**src/rtl/rptr_handler_pkg.sv**
```systemverilog
// rptr_handler_pkg: shared async-FIFO pointer width, depth and Gray/binary helpers
package rptr_handler_pkg;
   localparam int PTR_WIDTH_DEF = 3;
   localparam int DEPTH = 1 << PTR_WIDTH_DEF;
   typedef logic [PTR_WIDTH_DEF:0] ptr_t;
   function automatic ptr_t bin2gray(input ptr_t b);
      return (b >> 1) ^ b;
   endfunction
   function automatic ptr_t gray2bin(input ptr_t g);
      ptr_t b;
      b[PTR_WIDTH_DEF] = g[PTR_WIDTH_DEF];
      for (int i = PTR_WIDTH_DEF - 1; i >= 0; i--) b[i] = b[i + 1] ^ g[i];
      return b;
   endfunction
endpackage

```
**src/rtl/rptr_handler_if.sv**
```systemverilog
// rptr_handler_if: read-side request, synchronised write pointer and status bundle
interface rptr_handler_if #(parameter int PTR_WIDTH = 3);
   logic rd_en;
   logic clr_err;
   logic [PTR_WIDTH:0] g_wptr_sync;
   logic [PTR_WIDTH:0] b_rptr;
   logic [PTR_WIDTH:0] g_rptr;
   logic [PTR_WIDTH:0] rd_level;
   logic empty;
   logic almost_empty;
   logic rd_valid;
   logic underflow;
   modport master (
      output rd_en, clr_err, g_wptr_sync,
      input b_rptr, g_rptr, rd_level, empty, almost_empty, rd_valid, underflow
   );
   modport slave (
      input rd_en, clr_err, g_wptr_sync,
      output b_rptr, g_rptr, rd_level, empty, almost_empty, rd_valid, underflow
   );
endinterface

```
**src/rtl/rptr_handler_gray2bin.sv**
```systemverilog
// rptr_handler_gray2bin: combinational Gray to binary conversion by prefix XOR from the MSB
module rptr_handler_gray2bin #(parameter int W = 4) (
   input  logic [W-1:0] gray,
   output logic [W-1:0] bin
);
   for (genvar i = 0; i < W; i++) begin : g_bit
      assign bin[i] = ^gray[W-1:i];
   end
endmodule

```
**src/rtl/rptr_handler.sv**
```systemverilog
// rptr_handler: read pointer, empty/level/almost-empty, read-valid and sticky underflow for an async FIFO
module rptr_handler
   import rptr_handler_pkg::*;
#(
   parameter int PTR_WIDTH = PTR_WIDTH_DEF,
   parameter int AE_THRESH = 1
) (
   input logic rclk,
   input logic rrst_n,
   rptr_handler_if.slave bus
);
   localparam logic [PTR_WIDTH:0] AE = AE_THRESH[PTR_WIDTH:0];
   logic rd_acc;
   logic [PTR_WIDTH:0] b_nxt, g_nxt, b_wptr_s, level_nxt;
   rptr_handler_gray2bin #(.W(PTR_WIDTH + 1)) u_g2b (
      .gray(bus.g_wptr_sync),
      .bin (b_wptr_s)
   );
   assign rd_acc = bus.rd_en & ~bus.empty;
   always_comb begin
      b_nxt     = bus.b_rptr + {{PTR_WIDTH{1'b0}}, rd_acc};
      g_nxt     = (b_nxt >> 1) ^ b_nxt;
      level_nxt = b_wptr_s - b_nxt;
   end
   // status looks at next-cycle pointers so empty asserts with the last read
   always_ff @(posedge rclk or negedge rrst_n) begin
      if (!rrst_n) begin
         bus.b_rptr       <= '0;
         bus.g_rptr       <= '0;
         bus.empty        <= 1'b1;
         bus.almost_empty <= 1'b1;
         bus.rd_level     <= '0;
         bus.rd_valid     <= 1'b0;
         bus.underflow    <= 1'b0;
      end else begin
         bus.b_rptr       <= b_nxt;
         bus.g_rptr       <= g_nxt;
         bus.empty        <= g_nxt == bus.g_wptr_sync;
         bus.almost_empty <= level_nxt <= AE;
         bus.rd_level     <= level_nxt;
         bus.rd_valid     <= rd_acc;
         bus.underflow    <= (bus.rd_en & bus.empty) | (bus.underflow & ~bus.clr_err);
      end
   end
endmodule

```
**src/flat_wrapper.sv**
```systemverilog
// flat-port wrapper written by rule: the top's interface ports become plain ports
module rptr_handler_flat import rptr_handler_pkg::*;
#(
   parameter int PTR_WIDTH = PTR_WIDTH_DEF,
   parameter int AE_THRESH = 1
)
  (rclk, rrst_n, bus_rd_en, bus_clr_err, bus_g_wptr_sync, bus_b_rptr, bus_g_rptr, bus_rd_level, bus_empty, bus_almost_empty, bus_rd_valid, bus_underflow);
  rptr_handler_if #(.PTR_WIDTH(PTR_WIDTH)) bus_i ();
  input logic rclk;
  input logic rrst_n;
  input wire logic [$bits(bus_i.rd_en)-1:0] bus_rd_en;
  input wire logic [$bits(bus_i.clr_err)-1:0] bus_clr_err;
  input wire logic [$bits(bus_i.g_wptr_sync)-1:0] bus_g_wptr_sync;
  output wire logic [$bits(bus_i.b_rptr)-1:0] bus_b_rptr;
  output wire logic [$bits(bus_i.g_rptr)-1:0] bus_g_rptr;
  output wire logic [$bits(bus_i.rd_level)-1:0] bus_rd_level;
  output wire logic [$bits(bus_i.empty)-1:0] bus_empty;
  output wire logic [$bits(bus_i.almost_empty)-1:0] bus_almost_empty;
  output wire logic [$bits(bus_i.rd_valid)-1:0] bus_rd_valid;
  output wire logic [$bits(bus_i.underflow)-1:0] bus_underflow;
  assign bus_i.rd_en = bus_rd_en;
  assign bus_i.clr_err = bus_clr_err;
  assign bus_i.g_wptr_sync = bus_g_wptr_sync;
  assign bus_b_rptr = bus_i.b_rptr;
  assign bus_g_rptr = bus_i.g_rptr;
  assign bus_rd_level = bus_i.rd_level;
  assign bus_empty = bus_i.empty;
  assign bus_almost_empty = bus_i.almost_empty;
  assign bus_rd_valid = bus_i.rd_valid;
  assign bus_underflow = bus_i.underflow;
  rptr_handler #(.PTR_WIDTH(PTR_WIDTH), .AE_THRESH(AE_THRESH)) u_core (.rclk(rclk), .rrst_n(rrst_n), .bus(bus_i));
endmodule
```
**config.mk**
```make
export PLATFORM = sky130hd
export DESIGN_NAME = rptr_handler_flat
export DESIGN_NICKNAME = d
export VERILOG_FILES = /design/src/rtl/rptr_handler_pkg.sv /design/src/rtl/rptr_handler_if.sv /design/src/rtl/rptr_handler_gray2bin.sv /design/src/rtl/rptr_handler.sv /design/src/flat_wrapper.sv
export SDC_FILE = /design/constraint.sdc
export NUM_CORES = 1
export LEC_CHECK = 0
export CAP_MARGIN = 20
export CORE_MARGIN = 3
export CORE_UTILIZATION = 43
export CTS_BUF_LIST = sky130_fd_sc_hd__clkbuf_4
export CTS_CLUSTER_DIAMETER = 50
export DETAILED_ROUTE_END_ITERATION = 10
export GPL_ROUTABILITY_DRIVEN = 0
export PLACE_DENSITY = 0.77
export SLEW_MARGIN = 5
export SYNTH_ARGS = -nofsm -noshare
export SYNTH_HDL_FRONTEND = slang
export SYNTH_SLANG_ARGS = --single-unit
```
**constraint.sdc**
```tcl
create_clock -name rclk -period 2.3 [get_ports rclk]
set_clock_uncertainty 0.15 [all_clocks]
set_input_delay 0.345 -clock rclk [delete_from_list [all_inputs] [get_ports rclk]]
set_output_delay 0.345 -clock rclk [all_outputs]
set_load 0.02 [all_outputs]
```
## Word level (Yosys, flattened, before mapping)

Index checks and enable logic that the tools add are counted.

| storage, ports and cells | value |
|---|---|
| bits in registers | 16 |
| input bits | 8 |

| operators by class | value |
|---|---|
| $add $sub $neg | 2 |
| magnitude comparators | 1 |
| eq/ne operators | 1 |
| bitwise operators | 7 |
| reductions and logical operators | 3 |

Operator list:

| cell | count |
|---|---|
| 4-bit by 1-bit adder with 4-bit output | 1 |
| 4-bit equality test | 1 |
| 4-bit by 1-bit <= comparator with 1-bit output, second input constant | 1 |
| 4-bit parity | 1 |
| 4-bit subtractor | 1 |
| 3-bit by 4-bit bitwise XOR with 4-bit output | 1 |
| 1-bit bitwise AND | 3 |
| 3-bit parity | 1 |
| 1-bit NOT | 2 |
| 2-bit parity | 1 |
| 1-bit OR | 1 |

## Depth between registers and ports, before layout

| depth | value |
|---|---|
| depth after elaboration | 5 |
| gate-level depth with buffers | 9 |
| depth with buffers taken out | 9 |

## By module

A second synthesis with hierarchy kept.

| second synthesis, totals | value |
|---|---|
| cell total of the unflattened synthesis | 71 |
| area, all modules | 808.3 um2 |

Modules (own cells, without submodules):

| module | times used | cells each | area an instance (um2) |
|---|---|---|---|
| rptr_handler | 1 | 66 | 758.2 |
| rptr_handler_gray2bin | 1 | 5 | 50.0 |

## Worst setup path after synthesis

OpenSTA, ideal clock, no wires.

| timing path | value |
|---|---|
| path kind | reg-to-reg |
| start | register u_core.bus.empty |
| end | register u_core.bus.rd_level[2] |
| setup time | 0.127 ns |
| arrival time | 2.325 ns |
| required time | 2.023 ns |
| path slack | -0.303 ns |
| stages on the path, launching flop included | 10 |
| path buffers | 1 |
| period minus slack after synthesis | 2.603 ns |
| cells stage by stage | dfstp_2 > nor2b_1 > ha_1 > ha_1 > buf_2 > xor2_1 > ha_1 > a211o_1 > and3_1 > or2_2 |

| between the ends | value |
|---|---|
| word-level cells in the longest chain between the ends | 4 |

Ends and longest elaborated chain:

| element | line | text |
|---|---|---|
| from (decl) | rptr_handler_if.sv:19 | `output b_rptr, g_rptr, rd_level, empty, almost_empty, rd_valid, underflow` |
| from (signal assigned) | rptr_handler.sv:38 | `bus.empty <= g_nxt == bus.g_wptr_sync;` |
| 1-bit NOT | rptr_handler.sv:19 | `assign rd_acc = bus.rd_en & ~bus.empty;` |
| 1-bit bitwise AND | rptr_handler.sv:19 |  |
| via u_core.rd_acc | rptr_handler.sv:13 | `logic rd_acc;` |
| 4-bit by 1-bit adder with 4-bit output | rptr_handler.sv:21 | `b_nxt = bus.b_rptr + {{PTR_WIDTH{1'b0}}, rd_acc};` |
| via u_core.b_nxt[1] | rptr_handler.sv:14 | `logic [PTR_WIDTH:0] b_nxt, g_nxt, b_wptr_s, level_nxt;` |
| 4-bit subtractor | rptr_handler.sv:23 | `level_nxt = b_wptr_s - b_nxt;` |
| via u_core.level_nxt[2] | rptr_handler.sv:14 |  |
| to (signal assigned) | rptr_handler.sv:40 | `bus.rd_level <= level_nxt;` |
| to (decl) | rptr_handler_if.sv:19 |  |

The timed path passes the listed nets, and every way through them passes these cells.

## Worst setup path after layout

| timing path | value |
|---|---|
| start | register u_core.bus.empty |
| end | register u_core.bus.almost_empty |

| between the ends | value |
|---|---|
| word-level cells in the longest chain between the ends | 5 |

Ends and longest elaborated chain:

| element | line | text |
|---|---|---|
| 1-bit NOT | rptr_handler.sv:19 |  |
| 1-bit bitwise AND | rptr_handler.sv:19 |  |
| via u_core.rd_acc | rptr_handler.sv:13 |  |
| 4-bit by 1-bit adder with 4-bit output | rptr_handler.sv:21 |  |
| via u_core.b_nxt[1] | rptr_handler.sv:14 |  |
| 4-bit subtractor | rptr_handler.sv:23 |  |
| 4-bit by 1-bit <= comparator with 1-bit output | rptr_handler.sv:39 | `bus.almost_empty <= level_nxt <= AE;` |
| to (signal assigned) | rptr_handler.sv:31 | `bus.almost_empty <= 1'b1;` |
| to (signal assigned) | rptr_handler.sv:39 |  |
| to (decl) | rptr_handler_if.sv:19 |  |

The timed path passes the listed nets, and every way through them passes these cells.

==> impl_metrics.yaml <==
outcome:
  status: "finished, violations left"
  violations: "negative setup slack"
logic_synthesis:
  synth_nets: 83
  synthCells: 71
  ys_top_cells_by_count: "13 x dfrtp_1, 8 x xnor2_1, 7 x xor2_1, 6 x nand2_1"
  avgSynthCellArea_um2: 11.24
  yosysMostFrequentCell: "dfrtp_1"
  yosys-top-cells-area: "dfrtp_1 41%, xnor2_1 8.8%, xor2_1 7.7%"
  synthFlopType: "dfrtp_1"
  netlist-cell-type-count: 28
  ys_ff_latch: 15
  synth_top_area_share_pct: 40.75
  mappedNetlistArea_um2: 798.3
  ys_seq_area_share_pct: 47.34
  ys_async_sr_fraction_pct: 100.0
  yosys_warnings: 0
  synth-edff-count: 0
  yosysTopAreaCell: "dfrtp_1"
clock_network:
  cts_buffers: 3
  cts-root-buf: "clkbuf_4"
  cts_sinks: 15
  clockBufferDepth: 2
  clock_latency_ps: 280
  cts_tree: "done"
  cts_hold_buf: 0
  htreeDepth: 1
  clk_pin_slew_ps: 90
sta:
  min_period_ps: 2308
  hold_violations: 0
  rsz0062_at_grt: "yes"
  max_slew_margin_pct: 54.97
  setup-violations-final: 1
  final_max_slew_viol_count: 0
  setup_slack_ps: -8.250
  timing_worst_slew_pin_value_ps: 673.4
  max_freq_ghz: 0.4332
  fin_crit_sh_pct: 100.4
die:
  die_w_um: 49.09
  die-area_um2: 2409
  rows: 14
  start_util_pct: 49.00
  core_region_area_um2: 1629
  io_pins: 24
  die_h_um: 49.09
layout:
  fin_nets: 131
  area_growth_pct: 70.85
  drive_gt1_share_pct: 41.53
  insertedDiodeCount: 0
  instances_no_fill: 142
power_and_ir_drop:
  power.density_nw_per_um2: 1659
  ir_drop_mv: 1.169
  total_power_w: 0.002263
  p_leak_nw: 0.5981
setup_path:
  startpoint_type: "flip-flop"
  cp_data_arrival_time_ps: 2350
  end_kind: "flip-flop"
  critPathSlowestCell: "dfstp_2"
  worst-setup-path-type: "reg2reg"
  worstPathRequired_ps: 2340
  critPathMaxStageDelay_ps: 560
  critPathTopFamily: "adder cells"
  crit_path_max_fanout: 4
  crit_top_cell: "ha_4"
  cp_cell_sequence: "nor2b_4 -> ha_4 -> ha_4 -> nor2_2 -> maj3_2 -> a211o_1 -> a2111oi_4"
  cp_num_buf_inv: 0
routing:
  ant_nets: 0
  drt_wl_total_um: 2001
  via_per_inst: 4.789
  firstDrtPassIters: 4
  wl_per_cell_um: 14.09
  route.detailed.drc: 0
  drt_iter0_drc: 8
  vias: 680
grt:
  track_usage_pct: 18.71
  grt_pass1_vias: 701
  grt_start_max_net_pins: 16
  grt-ovfl-total: 0
  grt_pass1_wl_um: 3277
  antenna_found_initial: 0
placement:
  dp_cells: 133
  dp_hpwl_um: 1336
  port-buffer-count: 23
worst_hold_path:
  hold_class: "in2reg"
job:
  drv_cap: 0
## logic make-up after synthesis
group | Yosys count | share of synthesized area, %
DFF | 15 | 47.34
AOI/OAI and AO/OA | 8 | 8.307
buffers and inverters | 7 | 4.075
and+or+nand+nor | 17 | 10.19
adders and majority gates | 6 | 8.934
muxes | 2 | 2.665
xor gates and xnor gates | 16 | 18.50
## layout make-up
class | count | area [µm²]
inverter | 4 | 15.01
clock inverter | 1 | 5.005
sequential | 15 | 377.9
tap | 24 | 30.03
multi-input combinational | 49 | 519.2
fill | 88 | 265.3
timing repair buffer | 46 | 394.1
clock buffer | 3 | 22.52
## power by group
part	internal, W	switching, W
Combinational	0.000888	0.000730
Sequential	0.000393	0.0000990
Clock	0.0000646	0.0000881
## per-layer routing
metal	vias to the layer above	track usage (%)	part of all wire, %
met4	0	10.90	0.85
li1	324	-	-
met1	337	20.50	43
met5	-	0	0
met3	4	5.810	4.1
met2	15	31.47	52
## cell usage in the layout, fill, tap and decap left out, drive strengths merged, types with 2 or more instances in the layout
| cell type | count |
|---|---|
| nand2 | 6 |
| clkbuf | 4 |
| dfrtp | 13 |
| maj3 | 2 |
| xor2 | 8 |
| buf | 24 |
| a2111oi | 2 |
| clkdlybuf4s50 | 19 |
| inv | 4 |
| dfstp | 2 |
| xnor2 | 8 |
| ha | 4 |
| a211o | 2 |
| nor2b | 2 |
| nor2 | 4 |
| and2 | 2 |
## flip-flops by register name, summed over array words and instances, names as in the netlist
register,count
u_core.bus.g_rptr,3
u_core.bus.underflow,1
u_core.bus.b_rptr,4
u_core.bus.empty,1
u_core.bus.almost_empty,1
u_core.bus.rd_valid,1
u_core.bus.rd_level,4
## what timing repair did
item                                    CTS  global route
endpoints found under the setup margin    4             3
setup buffers                             2             3
gates resized for setup                  19             6
pin swaps                                 9             9
cloned                                    0             0
## final timing paths
| check | from | end | slack, ps | cells after the start |
|---|---|---|---|---|
| worst min-delay path | bus_rd_en | u_core.bus.underflow$_DFF_PN0_ | 170 | 3 |
| worst max register to register | u_core.bus.empty$_DFF_PN1_ | u_core.bus.almost_empty$_DFF_PN1_ | -8 | 7 |
| min in group asynchronous | rrst_n | u_core.bus.g_rptr[2]$_DFF_PN0_ | 310 | 1 |
| max in group asynchronous | rrst_n | u_core.bus.rd_level[1]$_DFF_PN0_ | 1260 | 1 |
| worst min register to register | u_core.bus.underflow$_DFF_PN0_ | u_core.bus.underflow$_DFF_PN0_ | 410 | 2 |
| worst max-delay path | u_core.bus.empty$_DFF_PN1_ | u_core.bus.almost_empty$_DFF_PN1_ | -8 | 7 |
## worst min-delay path: cells and delay by family
| family | cells | cell delay (ps) |
|---|---|---|
| buf+inv | 1 | 100 |
| compound gates | 1 | 70 |
| simple gates | 1 | 60 |
## through the flow
step | hold WS (ps) | worst slack, ps | TNS, ps | util [%] | area, µm²
6_report | 170.0 | -8.250 | -8.250 | 83.72 | 1364
5_1_grt | 211.3 | -45.90 | -88.77 | 83.72 | 1364
4_1_cts | 311.7 | -0.9344 | -0.9344 | 81.64 | 1330
3_5_place_dp | 394.9 | -615.6 | -2016 | 73.73 | 1201
3_3_place_gp | 382.5 | -481.6 | -1675 | 73.73 | 1201
2_1_floorplan | -100.6 | -147.6 | -253.7 | - | 829.5
Power figures use the tool's default switching activity.
